`src/rtl/envelope_bank_pkg.sv`:
```
// Shared types for the time-multiplexed ADSR envelope bank.
package env_pkg;

  localparam int CFG_W = 28;
  localparam int DIV_W = 7;

  typedef struct packed {
    logic [6:0] attack;
    logic [6:0] decay;
    logic [6:0] sustain;
    logic [6:0] rel;
  } env_config_t;

  typedef enum logic [2:0] {
    IDLE    = 3'd0,
    ATTACK  = 3'd1,
    DECAY   = 3'd2,
    SUSTAIN = 3'd3,
    RELEASE = 3'd4
  } env_phase_t;

  // Ticks-per-step minus one for the ramping phases; flat phases never consult it.
  function automatic logic [DIV_W-1:0] phase_rate(env_phase_t ph, env_config_t cfg);
    case (ph)
      ATTACK:  return cfg.attack;
      DECAY:   return cfg.decay;
      RELEASE: return cfg.rel;
      default: return '0;
    endcase
  endfunction

endpackage

```
`src/rtl/envelope_amp.sv`:
```
// Combinational ADSR amplitude for one channel, computed from its pre-update state.
module envelope_amp
  import env_pkg::*;
#(
  parameter int AMP_W  = 8,
  parameter int STEP_W = 8
) (
  input  env_phase_t        phase,
  input  logic [STEP_W-1:0] step,
  input  logic [AMP_W-1:0]  start,
  input  logic [AMP_W-1:0]  sus,
  output logic [AMP_W-1:0]  amp
);

  localparam int PROD_W = AMP_W + STEP_W;
  localparam logic [AMP_W-1:0] MAX = '1;

  logic [AMP_W-1:0] span;
  logic [AMP_W-1:0] delta;

  always_comb begin
    span = '0;
    case (phase)
      ATTACK:  span = MAX - start;
      DECAY:   span = MAX - sus;
      RELEASE: span = start;
      default: span = '0;
    endcase
  end

  // span*step < 2^PROD_W, so the shifted product always fits in AMP_W bits.
  assign delta = AMP_W'((PROD_W'(span) * PROD_W'(step)) >> STEP_W);

  always_comb begin
    amp = '0;
    case (phase)
      ATTACK:  amp = start + delta;
      DECAY:   amp = MAX - delta;
      SUSTAIN: amp = sus;
      RELEASE: amp = start - delta;
      default: amp = '0;
    endcase
  end

endmodule

```
`src/rtl/envelope_bank.sv`:
```
// Round-robin ADSR envelope generator: one shared datapath, per-channel state and config.
//
// phase   | meaning
// IDLE    | silent, waiting for the gate
// ATTACK  | ramp from start up to full scale
// DECAY   | ramp from full scale down to the sustain level
// SUSTAIN | hold the sustain level while the gate is held
// RELEASE | ramp from start down to zero after the gate drops
module envelope_bank
  import env_pkg::*;
#(
  parameter int CHANNELS = 8,
  parameter int AMP_W    = 8,
  parameter int STEP_W   = 8,
  parameter int PRESCALE = 16,
  parameter int LEGATO   = 0
) (
  input  logic                        clock,
  input  logic                        reset,
  input  logic [CHANNELS-1:0]         note_on,
  input  logic                        cfg_we,
  input  logic [$clog2(CHANNELS)-1:0] cfg_channel,
  input  logic [CFG_W-1:0]            cfg_data,
  output logic                        amp_valid,
  output logic [$clog2(CHANNELS)-1:0] amp_channel,
  output logic [AMP_W-1:0]            amp_data,
  output logic                        done
);

  localparam int SLOT_W = $clog2(CHANNELS);
  localparam int PRE_W  = (PRESCALE > 1) ? $clog2(PRESCALE) : 1;
  localparam logic [SLOT_W-1:0] LAST_SLOT = SLOT_W'(CHANNELS - 1);
  localparam logic [PRE_W-1:0]  LAST_PRE  = PRE_W'(PRESCALE - 1);

  typedef struct packed {
    env_phase_t        phase;
    logic [STEP_W-1:0] step;
    logic [DIV_W-1:0]  div;
    logic [AMP_W-1:0]  start;
  } env_state_t;

  env_state_t  st_mem  [CHANNELS];
  env_config_t cfg_mem [CHANNELS];

  logic [SLOT_W-1:0] slot;
  logic [PRE_W-1:0]  prescaler;
  logic              tick;
  env_state_t        cur;
  env_state_t        nxt;
  env_config_t       cfg;
  logic              gate;
  logic [AMP_W-1:0]  sus_exp;
  logic [AMP_W-1:0]  amp;
  logic [DIV_W-1:0]  rate;
  logic              rel_end;

  assign tick    = (prescaler == LAST_PRE);
  assign cur     = st_mem[slot];
  assign cfg     = cfg_mem[slot];
  assign gate    = note_on[slot];
  assign sus_exp = {cfg.sustain, cfg.sustain[6 -: AMP_W-7]};
  assign rate    = phase_rate(cur.phase, cfg);

  always_ff @(posedge clock) begin
    if (reset) begin
      slot      <= '0;
      prescaler <= '0;
    end else begin
      slot <= (slot == LAST_SLOT) ? '0 : slot + 1'b1;
      if (slot == LAST_SLOT) prescaler <= tick ? '0 : prescaler + 1'b1;
    end
  end

  // The slot reads its config before this edge's write lands, so a same-slot write applies next sweep.
  always_ff @(posedge clock) begin
    if (reset) begin
      for (int i = 0; i < CHANNELS; i++) cfg_mem[i] <= '0;
    end else if (cfg_we) begin
      cfg_mem[cfg_channel] <= cfg_data;
    end
  end

  always_ff @(posedge clock) begin
    if (reset) begin
      for (int i = 0; i < CHANNELS; i++)
        st_mem[i] <= '{phase: IDLE, step: '0, div: '0, start: '0};
    end else begin
      st_mem[slot] <= nxt;
    end
  end

  envelope_amp #(
    .AMP_W  (AMP_W),
    .STEP_W (STEP_W)
  ) u_amp (
    .phase (cur.phase),
    .step  (cur.step),
    .start (cur.start),
    .sus   (sus_exp),
    .amp   (amp)
  );

  always_comb begin
    nxt = cur;
    if (gate && (cur.phase == IDLE || cur.phase == RELEASE)) begin
      nxt.phase = ATTACK;
      nxt.step  = '0;
      nxt.div   = '0;
      nxt.start = (LEGATO != 0 && cur.phase == RELEASE) ? amp : '0;
    end else if (!gate && (cur.phase == ATTACK || cur.phase == DECAY || cur.phase == SUSTAIN)) begin
      nxt.phase = RELEASE;
      nxt.step  = '0;
      nxt.div   = '0;
      nxt.start = amp;
    end else if (tick && (cur.phase == ATTACK || cur.phase == DECAY || cur.phase == RELEASE)) begin
      if (cur.div == rate) begin
        nxt.div = '0;
        if (&cur.step) begin
          nxt.step = '0;
          case (cur.phase)
            ATTACK:  nxt.phase = DECAY;
            DECAY:   nxt.phase = SUSTAIN;
            default: nxt.phase = IDLE;
          endcase
        end else begin
          nxt.step = cur.step + 1'b1;
        end
      end else begin
        nxt.div = cur.div + 1'b1;
      end
    end
  end

  always_comb begin
    rel_end = (cur.phase == RELEASE) && (nxt.phase == IDLE);
  end

  always_ff @(posedge clock) begin
    if (reset) begin
      amp_valid   <= 1'b0;
      amp_channel <= '0;
      amp_data    <= '0;
      done        <= 1'b0;
    end else begin
      amp_valid   <= 1'b1;
      amp_channel <= slot;
      amp_data    <= amp;
      done        <= rel_end;
    end
  end

endmodule
```
`config.mk`:
```
export PLATFORM = sky130hd
export DESIGN_NAME = envelope_bank
export DESIGN_NICKNAME = d
export VERILOG_FILES = /design/src/rtl/envelope_bank_pkg.sv /design/src/rtl/envelope_amp.sv /design/src/rtl/envelope_bank.sv
export SDC_FILE = /design/constraint.sdc
export NUM_CORES = 1
export LEC_CHECK = 0
export BUFFER_PORTS_ARGS = -buffer_cell sky130_fd_sc_hd__buf_2
export CORE_MARGIN = 10
export CORE_UTILIZATION = 35
export CTS_BUF_LIST = sky130_fd_sc_hd__clkbuf_8 sky130_fd_sc_hd__clkbuf_16
export CTS_CLUSTER_SIZE = 12
export DETAILED_ROUTE_END_ITERATION = 7
export GPL_ROUTABILITY_DRIVEN = 0
export PLACE_DENSITY_LB_ADDON = 0.1
export SKIP_CTS_REPAIR_TIMING = 1
export SLEW_MARGIN = 5
export SYNTH_ARGS = -nofsm -noshare
export SYNTH_HDL_FRONTEND = slang
export SYNTH_HIERARCHICAL = 1
export SYNTH_SLANG_ARGS = --single-unit
```
`constraint.sdc`:
```
create_clock -name clock -period 14.5 [get_ports clock]
set_input_delay 0.725 -clock clock [delete_from_list [all_inputs] [get_ports clock]]
set_output_delay 0.725 -clock clock [all_outputs]
set_load 0.01 [all_outputs]
```
# Word-level counts from Yosys, hierarchy flattened

Memory sizes are Yosys's and may differ from the RTL's. A register that Yosys moved wholly into a read port is not among the register bits.
Index checks and enable logic that the tools add are counted.

Memories: 2
Flip-flop bits (word level): 20
Bits in writable memories: 432
Input port bits: 42

Memory list:

| memory  | depth | bits a word | rd ports | clocked after memory_dff | write ports | RTL line            | source |
|---|---|---|---|---|---|---|---|
| cfg_mem | 8     | 28          | 1        | 1                        | 8           | envelope_bank.sv:43 | `env_config_t cfg_mem [CHANNELS];` |
| st_mem  | 8     | 26          | 1        | 1                        | 8           | envelope_bank.sv:42 | `env_state_t st_mem [CHANNELS];` |

Reduce and logical (&&, ||, !) cells: 15
Eq/ne operators: 7
Add/sub/neg operators: 9
Mux-type cells: 29
$lt $le $gt $ge: 1
Multiply operators: 1

Operators with widths:

| cell                | number |
|---|---|
| $mux 26             | 2 |
| $mux 18             | 2 |
| $pmux 8 s4          | 1 |
| $mux 28             | 1 |
| $reduce_or 28->1    | 1 |
| $reduce_or 26->1    | 1 |
| $pmux 8 s3          | 1 |
| $sub 8x8->8 const A | 3 |
| $pmux 7 s3          | 1 |
| $mul 8x8->16        | 1 |
| $mux 8              | 2 |
| $mux 3              | 5 |
| $mux 11             | 1 |
| $mux 1              | 9 |
| $add 8x1->8 const B | 1 |
| $add 8x8->8         | 1 |
| $reduce_and 8->1    | 1 |
| $sub 8x8->8         | 1 |
| $add 7x1->7 const B | 1 |
| $eq 7x7->1          | 1 |
| $mux 7              | 1 |
| $eq 3x2->1 const B  | 2 |
| $eq 3x3->1 const B  | 2 |
| $logic_not 3->1     | 2 |
| 12 further kinds    | 18 |

# Longest topological paths before layout

Gate-level depths: netlist of run 1.

Word-level depth: 9
Depth in mapped cells: 47

# Hierarchy

The synthesis of run 1 kept the hierarchy.

By module, submodules not included:

| module        | cells each | area each (um^2) | instances |
|---|---|---|---|
| envelope_bank | 1580       | 20901.3          | 1 |
| envelope_amp  | 352        | 2902.8           | 1 |

# Worst setup path after synthesis of run 1

OpenSTA, ideal clock, no wires.

Path type: register -> register
Start point: register slot[2]
End point: memory st_mem[4][7] (netlist bit), data pin
Arrival time: 9.400 ns
Path slack: 4.959 ns
Library setup time: 0.141 ns
Cell stages (with the launch flop): 46
Path through: dfxtp_1 > buf_4 > buf_4 > buf_2 > buf_2 > buf_4 > buf_2 > buf_1 > nor2_1 > a222oi_1 > inv_1 > a221oi_1 > o21ai_0 > or3b_1 > a21oi_1 > o21ai_0 > fa_1 > fa_1 > (+10 left out) > ha_1 > nand2_1 > o21ai_0 > inv_1 > ha_1 > nor2b_1 > o2111ai_1 > nand4b_1 > a21o_1 > a21oi_1 > xnor2_1 > xnor2_1 > xor2_1 > o31ai_2 > nor2_1 > or3_1 > clkbuf_1 > nor2_1

RTL lines:

| what                   | RTL line            | source |
|---|---|---|
| from (decl)            | envelope_bank.sv:45 | `logic [SLOT_W-1:0] slot;` |
| from (signal assigned) | envelope_bank.sv:69 | `slot <= (slot == LAST_SLOT) ? '0 : slot + 1'b1;` |
| to (decl)              | envelope_bank.sv:42 |  |

==> results of run 1 <==
==> power groups by stage <==
stage / combinational, W / sequential, W / clock, W
floorplan: 0.00105 / 0.00158 / 0
CTS: 0.00148 / 0.00156 / 0.00125
global placement: 0.00146 / 0.00159 / 0
finish: 0.00147 / 0.00156 / 0.00123
global route: 0.00163 / 0.00157 / 0.00130
detailed placement: 0.00146 / 0.00159 / 0
==> area by class of cell <==
class / instances / area, µm²
Inverter: 70 / 262.8
Multi-Input combinational cell: 1293 / 9834
Timing Repair Buffer: 116 / 748.2
Clock buffer: 53 / 1315
Fill cell: 6473 / 40400
Sequential cell: 452 / 13380
Clock inverter: 37 / 244.0
Tap cell: 873 / 1092
==> logic make-up (layout without fill, tap and decap cells) <==
family	after synthesis	after routing	share of synthesized area [%]
muxes	122	122	7.448
adders and majority gates	82	82	5.445
AOI/OAI and AO/OA	307	307	9.461
and+or+nand+nor	750	750	16.96
xor gates and xnor gates	32	32	1.177
buffers and inverters	187	276	3.327
DFF	452	452	56.18
==> per-stage QoR <==
step	std cells	instance area (µm²)	total power [W]	hold slack, ns
global placement	2804	25320	0.003053	0.4645
global route	2894	26880	0.004502	0.4738
floorplan	1932	23800	0.002624	0.4537
CTS	2894	26880	0.004287	0.4403
detailed placement	2804	25320	0.003056	0.5093
finish	2894	26880	0.004266	0.4682
==> worst paths after layout <==
check	startpoint	end	slack, ns	cells after the start
max	slot[2]	st_mem[0][7]	3.59	38
min	cfg_data[20]	cfg_mem[2][20]	0.47	2
max reg2reg	slot[2]	st_mem[0][7]	3.59	38
min reg2reg	prescaler[3]	prescaler[3]	0.52	2
==> registers in the layout, summed over array words and instances (netlist names) <==
signal and count:
st_mem 208, amp_valid 1, done 1, slot 3, amp_channel 3, cfg_mem 224, amp_data 8, prescaler 4
==> critical path: cells and delay by family, from the launching register on <==
kind	cells	cell delay (ns)
muxes	2	0.41
DFF	1	0.92
adders and majority gates	7	2.85
xor gates and xnor gates	4	0.75
and+or+nand+nor	9	1.83
AOI/OAI and AO/OA	10	2.39
buffers and inverters	6	1.44
==> per-layer routing <==
metal | vias up | part of all wire, %
li1 | 7235 | -
met5 | - | 0.023
met1 | 8379 | 45
met2 | 570 | 47
met3 | 96 | 5.6
met4 | 2 | 2.0
==> layout by cell type, fill, tap and decap left out, types with 23 or more instances in the layout <==
| cell | instances |
|---|---|
| nor2_1 | 201 |
| mux2i_1 | 45 |
| nor2b_1 | 60 |
| inv_1 | 82 |
| and2_1 | 234 |
| nor3_1 | 47 |
| nand2_1 | 66 |
| a221oi_1 | 40 |
| buf_2 | 54 |
| ha_1 | 46 |
| o21ai_0 | 29 |
| edfxtp_1 | 432 |
| mux4_2 | 37 |
| clkbuf_16 | 52 |
| fa_1 | 36 |
| o22ai_1 | 23 |
| mux2_2 | 35 |
| a22oi_1 | 35 |
| buf_4 | 61 |
| a21oi_1 | 60 |
==> metrics.md, run 1 <==
| Metric | Value |
|---|---|
| Outcome | complete, no violations |
| Cell taking the most area after synthesis | edfxtp_1 |
| Switching power | 0.001506 W |
| Critical Path RT | 14.92 ns |
| Initial Utilization | 35.38% |
| 1st-pass router iterations | 5 |
| Post-Syn Nets | 2056 |
| Ant diodes | 0 |
| Top cell type's share of synthesized area | 54.50% |
| Pint | between 0.002 and 0.003 W |
| Gr ovfl total | 0 |
| Clock transition at the registers of the reported paths | 0.06 ns |
| Worst skew pair latency | just over 0.6 ns |
| Worst rel slew slack | approximately a quarter |
| HP Class | input pin to register |
| Die area | 78840 µm² |
| M2 GR Usage | 32.99% |
| Critical Path Sink Type | register |
| Vias in the first global route | approximately 17000 |
| Num CTS Buffers | 51 |
| CTS root buffer | clkbuf_16 |
| Post-route worst setup slack | 3.588 ns |
| Pre-CTS setup slack | 3.650 ns |
| Final hold vios | 0 |
| Core Util, Final | about two fifths |
| Initial antenna violation count | 1 |
| Clk buf depth | 3 |
| Final setup viols | 0 |
| Main area contributors after synthesis | edfxtp_1 (54%), and2_1 (6.1%), mux4_2 (3.5%), nor2_1 (3.3%), fa_1 (3.0%) |
| Final setup TNS | 0 ns |
| PortBufs | 54 |
| GR met3 Demand/Resource | 2.737% |
| Share of cells above drive strength 1 | 15.69% |
| Seq pwr share | 36.7% |
| Die Y | 280.8 µm |
| Combinational share of power | 34.6% |
| Power Dens Cells | 158.7 nW/µm² |
| Switching part of the total power | a little over a third |
| Num rows | 95 |
| Final Max Tran Viols | 0 |
| DRC errors left | 0 |
| Area of the core | ~67000 µm² |
| H-tree depth reported by CTS | 2 |
| Post-synth top cells | edfxtp_1 (432), and2_1 (234), nor2_1 (207) |
| I/O pin count | 55 |
| Layout area overhead | 12.93% |
| CTS tree | yes |
| F_max | 0.09164 GHz |
| Maxcap violations | 0 |
| Wirelength per Cell | around 27 µm |
| Yosys warns | 6 |
| Grt peak-use layer | met2 |
| Die X | 280.8 µm |
| Cells after Synth | slightly below 2000 |
| Clock power frac | 28.8% |
| Count leader, synth | edfxtp_1 |
| Slew @ Worst Pin | 1.101 ns |
| Drt via density | 5.626 |
| DRT iter0 DRCs | 1608 |
| Tcrit/Tclk final | 75.25% |
| Worst path arrival time | 11.33 ns |
| Critical path's slowest cell | dfxtp_4 |
| Post-synth cell types | 92 |
| Synth Cell Area | 23800 µm² |
| Worst IR Drop VDD | ~110 µV |
| Largest net degree at the start of global routing | 66 |
| Leakage | around 10 nW |
| Final HPWL DP | around 49000 µm |
| GR Util All Layers | 19.96% |
| CP Max Fanout | 48 |
| Worst Setup Start Kind | register |
| Period minus WS final | 10.91 ns |
| CP max stage delay | approximately 0.92 ns |
| Worst-case clock skew | 0.03253 ns |
| Primary FF master, synth | edfxtp_1 |
| First-pass GRT wire length | 116600 µm |
| FFs w/ async S/R, synth | 0% |
| Final WL | roughly 80000 µm |
| Sequential cell area fraction in the yosys report | 56.18% |
| WS Path Type | register to register |
| Fin nets | 2108 |
| Avg Inst Size Synth | 12.32 µm² |
| Post-DRT Antenna Nets | 0 |
| EDFF count, synth | 432 |
| Clock sink count | 452 |
| Met1 Use GR | between 20% and 30% |
| Vias | 16280 |
| RSZ-0062 raised after global routing | no |
| FF+latch count, synth | 452 |
Note: power is estimated with default switching activity, not from simulation.
==> inputs of run 2 (changes only) <==
- clock period: 14.5 -> 11.3 ns (I/O delays scaled with it)
==> run 2 against run 1 <==
First-iteration DRC count down 16%. Non-clock buffer count up 12. Critical path depth up 1. Combinational power up 31%. Global-route usage down 0.18 points. Flip-flop and latch count unchanged.
==> metrics.md, run 2 (synthesis gave the netlist of run 1 again) <==
| Metric | Value |
|---|---|
| Die area | 78840 µm² |
| Vias in the first global route | 16780 |
| Period minus WS final | ~10 ns |
| Share of cells above drive strength 1 | 16.63% |
| Outcome | complete, no violations |
| Post-DRT Antenna Nets | 0 |
| Max reg flops | 224 |
| CP Max Fanout | 43 |
| Maxcap violations | 0 |
| Worst Setup Start Kind | register |
| Critical Path RT | 11.72 ns |
| H-tree depth reported by CTS | 2 |
| Vias | 16270 |
| Critical Path Sink Type | register |
| Layout area overhead | 13.81% |
| Clk buf depth | 3 |
| GR met3 Demand/Resource | 3.151% |
| CTS tree | yes |
| F_max | 0.09637 GHz |
| DP Area | between 20000 and 30000 µm² |
| Leakage | 9.969 nW |
| GR Util All Layers | 19.79% |
| Worst skew pair latency | about 0.62 ns |
| Final WL | 78680 µm |
| I/O pin count | 55 |
| Final HPWL DP | approximately 50000 µm |
| Biggest register | cfg_mem |
| Worst rel slew slack | 16.07% |
| Worst reg2reg path depth | 39 |
| Wirelength per Cell | 27.02 µm |
| Initial Utilization | 35.38% |
| Combinational share of power | 34.1% |
| Largest regs | cfg_mem x224, st_mem x208, amp_data x8 |
| Clock transition at the registers of the reported paths | 0.06 ns |
| Die X | 280.8 µm |
| CP max stage delay | 0.86 ns |
| Worst path arrival time | between 10 and 15 ns |
| Area of the core | between 60000 and 70000 µm² |
| Most frequent cells in the layout | edfxtp_1 (432), and2_1 (234), nor2_1 (200) |
| Power Dens Cells | slightly above 200 nW/µm² |
| Pint | 0.003659 W |
| Final hold vios | 0 |
| Gr ovfl total | 0 |
| WS Path Type | register to register |
| Num rows | 95 |
| M2 GR Usage | 32.35% |
| Seq pwr share | 35.7% |
| Clock sink count | ~450 |
| Met1 Use GR | 26.67% |
| Switching power | 0.001964 W |
| HP Class | input pin to register |
| RSZ-0062 raised after global routing | no |
| Largest net degree at the start of global routing | 44 |
| Final Max Tran Viols | 0 |
| Num CTS Buffers | 51 |
| PortBufs | 54 |
| Filler instances | 6447 |
| Tcrit/Tclk final | 91.83% |
| Switching part of the total power | 34.93% |
| Hold Path Cell Cnt | 2 |
| CTS root buffer | clkbuf_16 |
| Initial antenna violation count | 1 |
| Worst IR Drop VDD | 166.6 µV |
| First-pass GRT wire length | 115200 µm |
| 1st-pass router iterations | 6 |
| Clock power frac | 30.2% |
| Most common cell after layout, fill and taps aside | edfxtp_1 |
| Final Cell Area | 27090 µm² |
| Final setup viols | 0 |
| Grt peak-use layer | met2 |
| DRT iter0 DRCs | 1356 |
| Drt via density | 5.586 |
| Die Y | 280.8 µm |
| Fin nets | around 2100 |
| Final setup TNS | 0 ns |
| DRC errors left | 0 |
| Critical path's slowest cell | dfxtp_4 |
| Worst-case clock skew | 0.04275 ns |
| Ant diodes | 0 |
| Slew @ Worst Pin | 1.227 ns |
[run 2: cell types whose count changed in the layout (fill, tap and decap cells not counted), moves of 2 or more]
cell	before	now
bufinv_16	2	5
nor2b_2	2	0
buf_4	61	74
clkinv_2	5	7
inv_1	82	80
clkbuf_8	1	7
clkinv_1	12	9
nor2b_1	60	62
inv_6	0	2
[run 2: area by class of cell]
cell class | instances | area, µm² | share of cell area, %
Tap cell | 873 | 1092 | 4.032
Timing Repair Buffer | 128 | 825.8 | 3.048
Inverter | 70 | 262.8 | 0.9698
Clock buffer | 58 | 1373 | 5.066
Multi-Input combinational cell | 1293 | 9832 | 36.29
Sequential cell | 452 | 13380 | 49.40
Clock inverter | 38 | 322.8 | 1.192
[run 2: routing by layer]
metal  share of wire [%]  up-vias  wire length [µm]
li1                    -     7268                 -
met1                  44     8315             34530
met2                  47      572             37190
met3                 6.2      112              4883
met4                 2.6        0              2070
met5                   0        -                 0
[run 2: final timing paths]
check                    start            end  slack (ns)
setup reg to reg       slot[1]   st_mem[3][7]        0.92
setup / recovery       slot[1]   st_mem[3][7]        0.92
hold / removal     cfg_data[0]  cfg_mem[4][0]        0.30
hold reg to reg   prescaler[3]   prescaler[3]        0.50
[run 2: metrics by stage]
stage	std cells	util, %	power (W)	worst slack (ns)	hold slack, ns
after CTS	2912	40.27	0.005643	1.041	0.2891
after detailed placement	2816	37.75	0.003943	1.084	0.4876
after global placement	2816	37.75	0.003943	1.197	0.4640
final	2912	40.27	0.005623	0.9232	0.3033
after global routing	2912	40.27	0.005922	0.2540	0.3160
after floorplan	1932	-	0.003366	1.759	0.4537
[run 2: power by group through the flow]
| stage | sequential, W | clock, W | combinational, W |
|---|---|---|---|
| floorplan | 0.00202 | 0 | 0.00134 |
| global placement | 0.00204 | 0 | 0.00190 |
| detailed placement | 0.00204 | 0 | 0.00190 |
| CTS | 0.00201 | 0.00172 | 0.00191 |
| global route | 0.00202 | 0.00179 | 0.00212 |
| finish | 0.00201 | 0.00170 | 0.00192 |
[run 2: worst max-delay path: cells and delay by family (launching register included)]
kind	cells	cell delay, ns
AOI/OAI and AO/OA	10	1.97
and+or+nand+nor	9	1.74
xor gates and xnor gates	4	0.80
DFF	1	0.86
muxes	1	0.26
buffers and inverters	8	1.59
adders and majority gates	7	2.84
==> inputs of run 3 (changes only) <==
- BUFFER_PORTS_ARGS: -buffer_cell sky130_fd_sc_hd__buf_2 -> default
- DONT_BUFFER_PORTS: default -> 1
- clock period: 11.3 -> 12.68 ns (I/O delays scaled with it)
==> run 3 against run 2 <==
Clock skew is 0.013 ns lower. Worst hold slack got worse by 0.20 ns. Non-clock buffer count down 69. First-iteration DRC count grew 2.8%. Highest routed layer unchanged.
==> metrics.md, run 3 (synthesis gave the netlist of run 1 again) <==
| Metric | Value |
|---|---|
| Outcome | complete, no violations |
| HP Start | reset |
| Multi-input gate area | 9837 µm² |
| CP max stage delay | 0.77 ns |
| First-pass GRT wire length | 113500 µm |
| Combinational share of power | 34.0% |
| Worst reg2reg path depth | 36 |
| Num rows | 95 |
| H-tree depth reported by CTS | 2 |
| Reg2reg setup slack | 2.00 ns |
| Period minus WS final | 10.68 ns |
| Critical path's slowest cell | dfxtp_4 |
| Worst-case clock skew | 0.03021 ns |
| Worst skew pair latency | 0.62 ns |
| PortBufs | 0 |
| Gr ovfl total | 0 |
| WHS Endpoint | slot[0] |
| Tcrit/Tclk final | between 80% and 90% |
| Final setup TNS | 0 ns |
| WS Path Type | register to register |
| Final HPWL DP | ~48000 µm |
| Num CTS Buffers | 52 |
| Switching power | about 0.0017 W |
| R2R Path End | st_mem[5][7] |
| Power Dens Cells | 183.0 nW/µm² |
| Inst Count DP | 2747 |
| Largest net degree at the start of global routing | 50 |
| Slew @ Worst Pin | around 1.2 ns |
| Vias in the first global route | approximately 16000 |
| Final setup viols | 0 |
| Worst path arrival time | roughly 11 ns |
| Filler instances | roughly 6500 |
| Die area | 78840 µm² |
| Worst rel slew slack | ~17% |
| CP Max Fanout | 49 |
| Switching part of the total power | 35.19% |
| Initial Utilization | 35.38% |
| Clock transition at the registers of the reported paths | 0.06 ns |
| RSZ-0062 raised after global routing | no |
| Most common cell after layout, fill and taps aside | edfxtp_1 |
| FF+latch area | 13380 µm² |
| Core Util, Final | 39.55% |
| Fin nets | a little over 2000 |
| Clock power frac | 29.1% |
| Final instance count without filler cells | between 2000 and 3000 |
| Critical Path Sink Type | register |
| Leakage | 9.629 nW |
| Critical Path RT | between 10 and 15 ns |
| HP Class | input pin to register |
| Clock sink count | 452 |
| Final hold vios | 0 |
| Seq pwr share | 36.9% |
| Cell repeated most along the worst path | fa_1 |
| Most frequent cells in the layout | edfxtp_1 (432), and2_1 (234), nor2_1 (199) |
| Area of the core | 67280 µm² |
| Largest regs | cfg_mem x224, st_mem x208, amp_data x8 |
| Die Y | 280.8 µm |
| GR Util All Layers | 19.62% |
| Clk buf depth | 3 |
| Hold Path Cell Cnt | 1 |
| Share of cells above drive strength 1 | 13.31% |
| Wirelength per Cell | 27.42 µm |
| Post-DRT Antenna Nets | 0 |
| Worst r2r src | slot[0] |
| Drt via density | 5.547 |
| CTS tree | yes |
| DRC errors left | 0 |
| DRT iter0 DRCs | 1394 |
| I/O pin count | 55 |
| 1st-pass router iterations | 5 |
| Layout area overhead | 11.78% |
| Worst Setup Start Kind | register |
| Max reg flops | roughly 220 |
| Biggest register | cfg_mem |
| Initial antenna violation count | 0 |
| Maxcap violations | 0 |
| Final WL | 77960 µm |
| Worst IR Drop VDD | about 140 µV |
| Final Max Tran Viols | 0 |
| CTS root buffer | clkbuf_16 |
| WHS | 0.1013 ns |
| Vias | around 16000 |
| Die X | 280.8 µm |
| Pint | 0.003155 W |
| F_max | roughly 0.094 GHz |
==> run 3: changes by cell type in the layout (fill, tap and decap cells not counted), moves of 2 or more <==
cell and delta:
buf_2 -54, buf_4 -16, bufinv_16 -3, clkbuf_8 -5
clkinv_1 +4, clkinv_2 -2, inv_1 +5
==> run 3: cell type report <==
type | count | share of cell area (%)
Antenna cell | 1 | 0.009404
Clock buffer | 54 | 4.994
Clock inverter | 41 | 0.9263
Inverter | 70 | 0.9874
Multi-Input combinational cell | 1293 | 36.97
Sequential cell | 452 | 50.30
Tap cell | 873 | 4.105
Timing Repair Buffer | 59 | 1.712
==> run 3: metrics by stage <==
stage	power, W	worst slack [ns]	area, µm²
2_1_floorplan	0.003000	3.139	23800
3_3_place_gp	0.003470	2.315	25030
3_5_place_dp	0.003475	2.109	25030
4_1_cts	0.004900	2.070	26610
5_1_grt	0.005141	1.340	26610
6_report	0.004869	1.997	26610
==> run 3: routing by layer <==
layer / GRT usage, % / wire (µm) / vias up / share of wire, %
li1: - / - / 7134 / -
met3: 3.409 / 4735 / 86 / 6.1
met2: 32.80 / 37920 / 483 / 49
met5: 0 / 0 / - / 0
met4: 3.998 / 1348 / 0 / 1.7
met1: 26.34 / 33960 / 8066 / 44
==> run 3: how the worst max path moves through the flow <==
stage                        end     from  slack, ns  cells after the start
finish              st_mem[5][7]  slot[0]       2.00                     36
global route        st_mem[5][7]  slot[0]       1.34                     37
CTS                 st_mem[3][7]  slot[0]       2.07                     37
detailed placement  st_mem[3][7]  slot[0]       2.11                     37
global placement    st_mem[3][7]  slot[2]       2.32                     38
floorplan           st_mem[4][7]  slot[2]       3.14                     45
==> run 3: critical path, delay by kind of cell, from the launching register on <==
family / cells / cell delay, ns
AOI/OAI and AO/OA: 9 / 2.19
buffers and inverters: 5 / 1.03
adders and majority gates: 7 / 2.83
muxes: 2 / 0.99
DFF: 1 / 0.77
and+or+nand+nor: 9 / 1.81
xor gates and xnor gates: 4 / 0.79
==> run 3: power by group through the flow <==
stage	Clock, W	Sequential (W)	Combinational, W
floorplan	0	0.00180	0.00120
global placement	0	0.00182	0.00165
detailed placement	0	0.00183	0.00165
CTS	0.00144	0.00180	0.00166
global route	0.00150	0.00180	0.00183
finish	0.00142	0.00179	0.00166
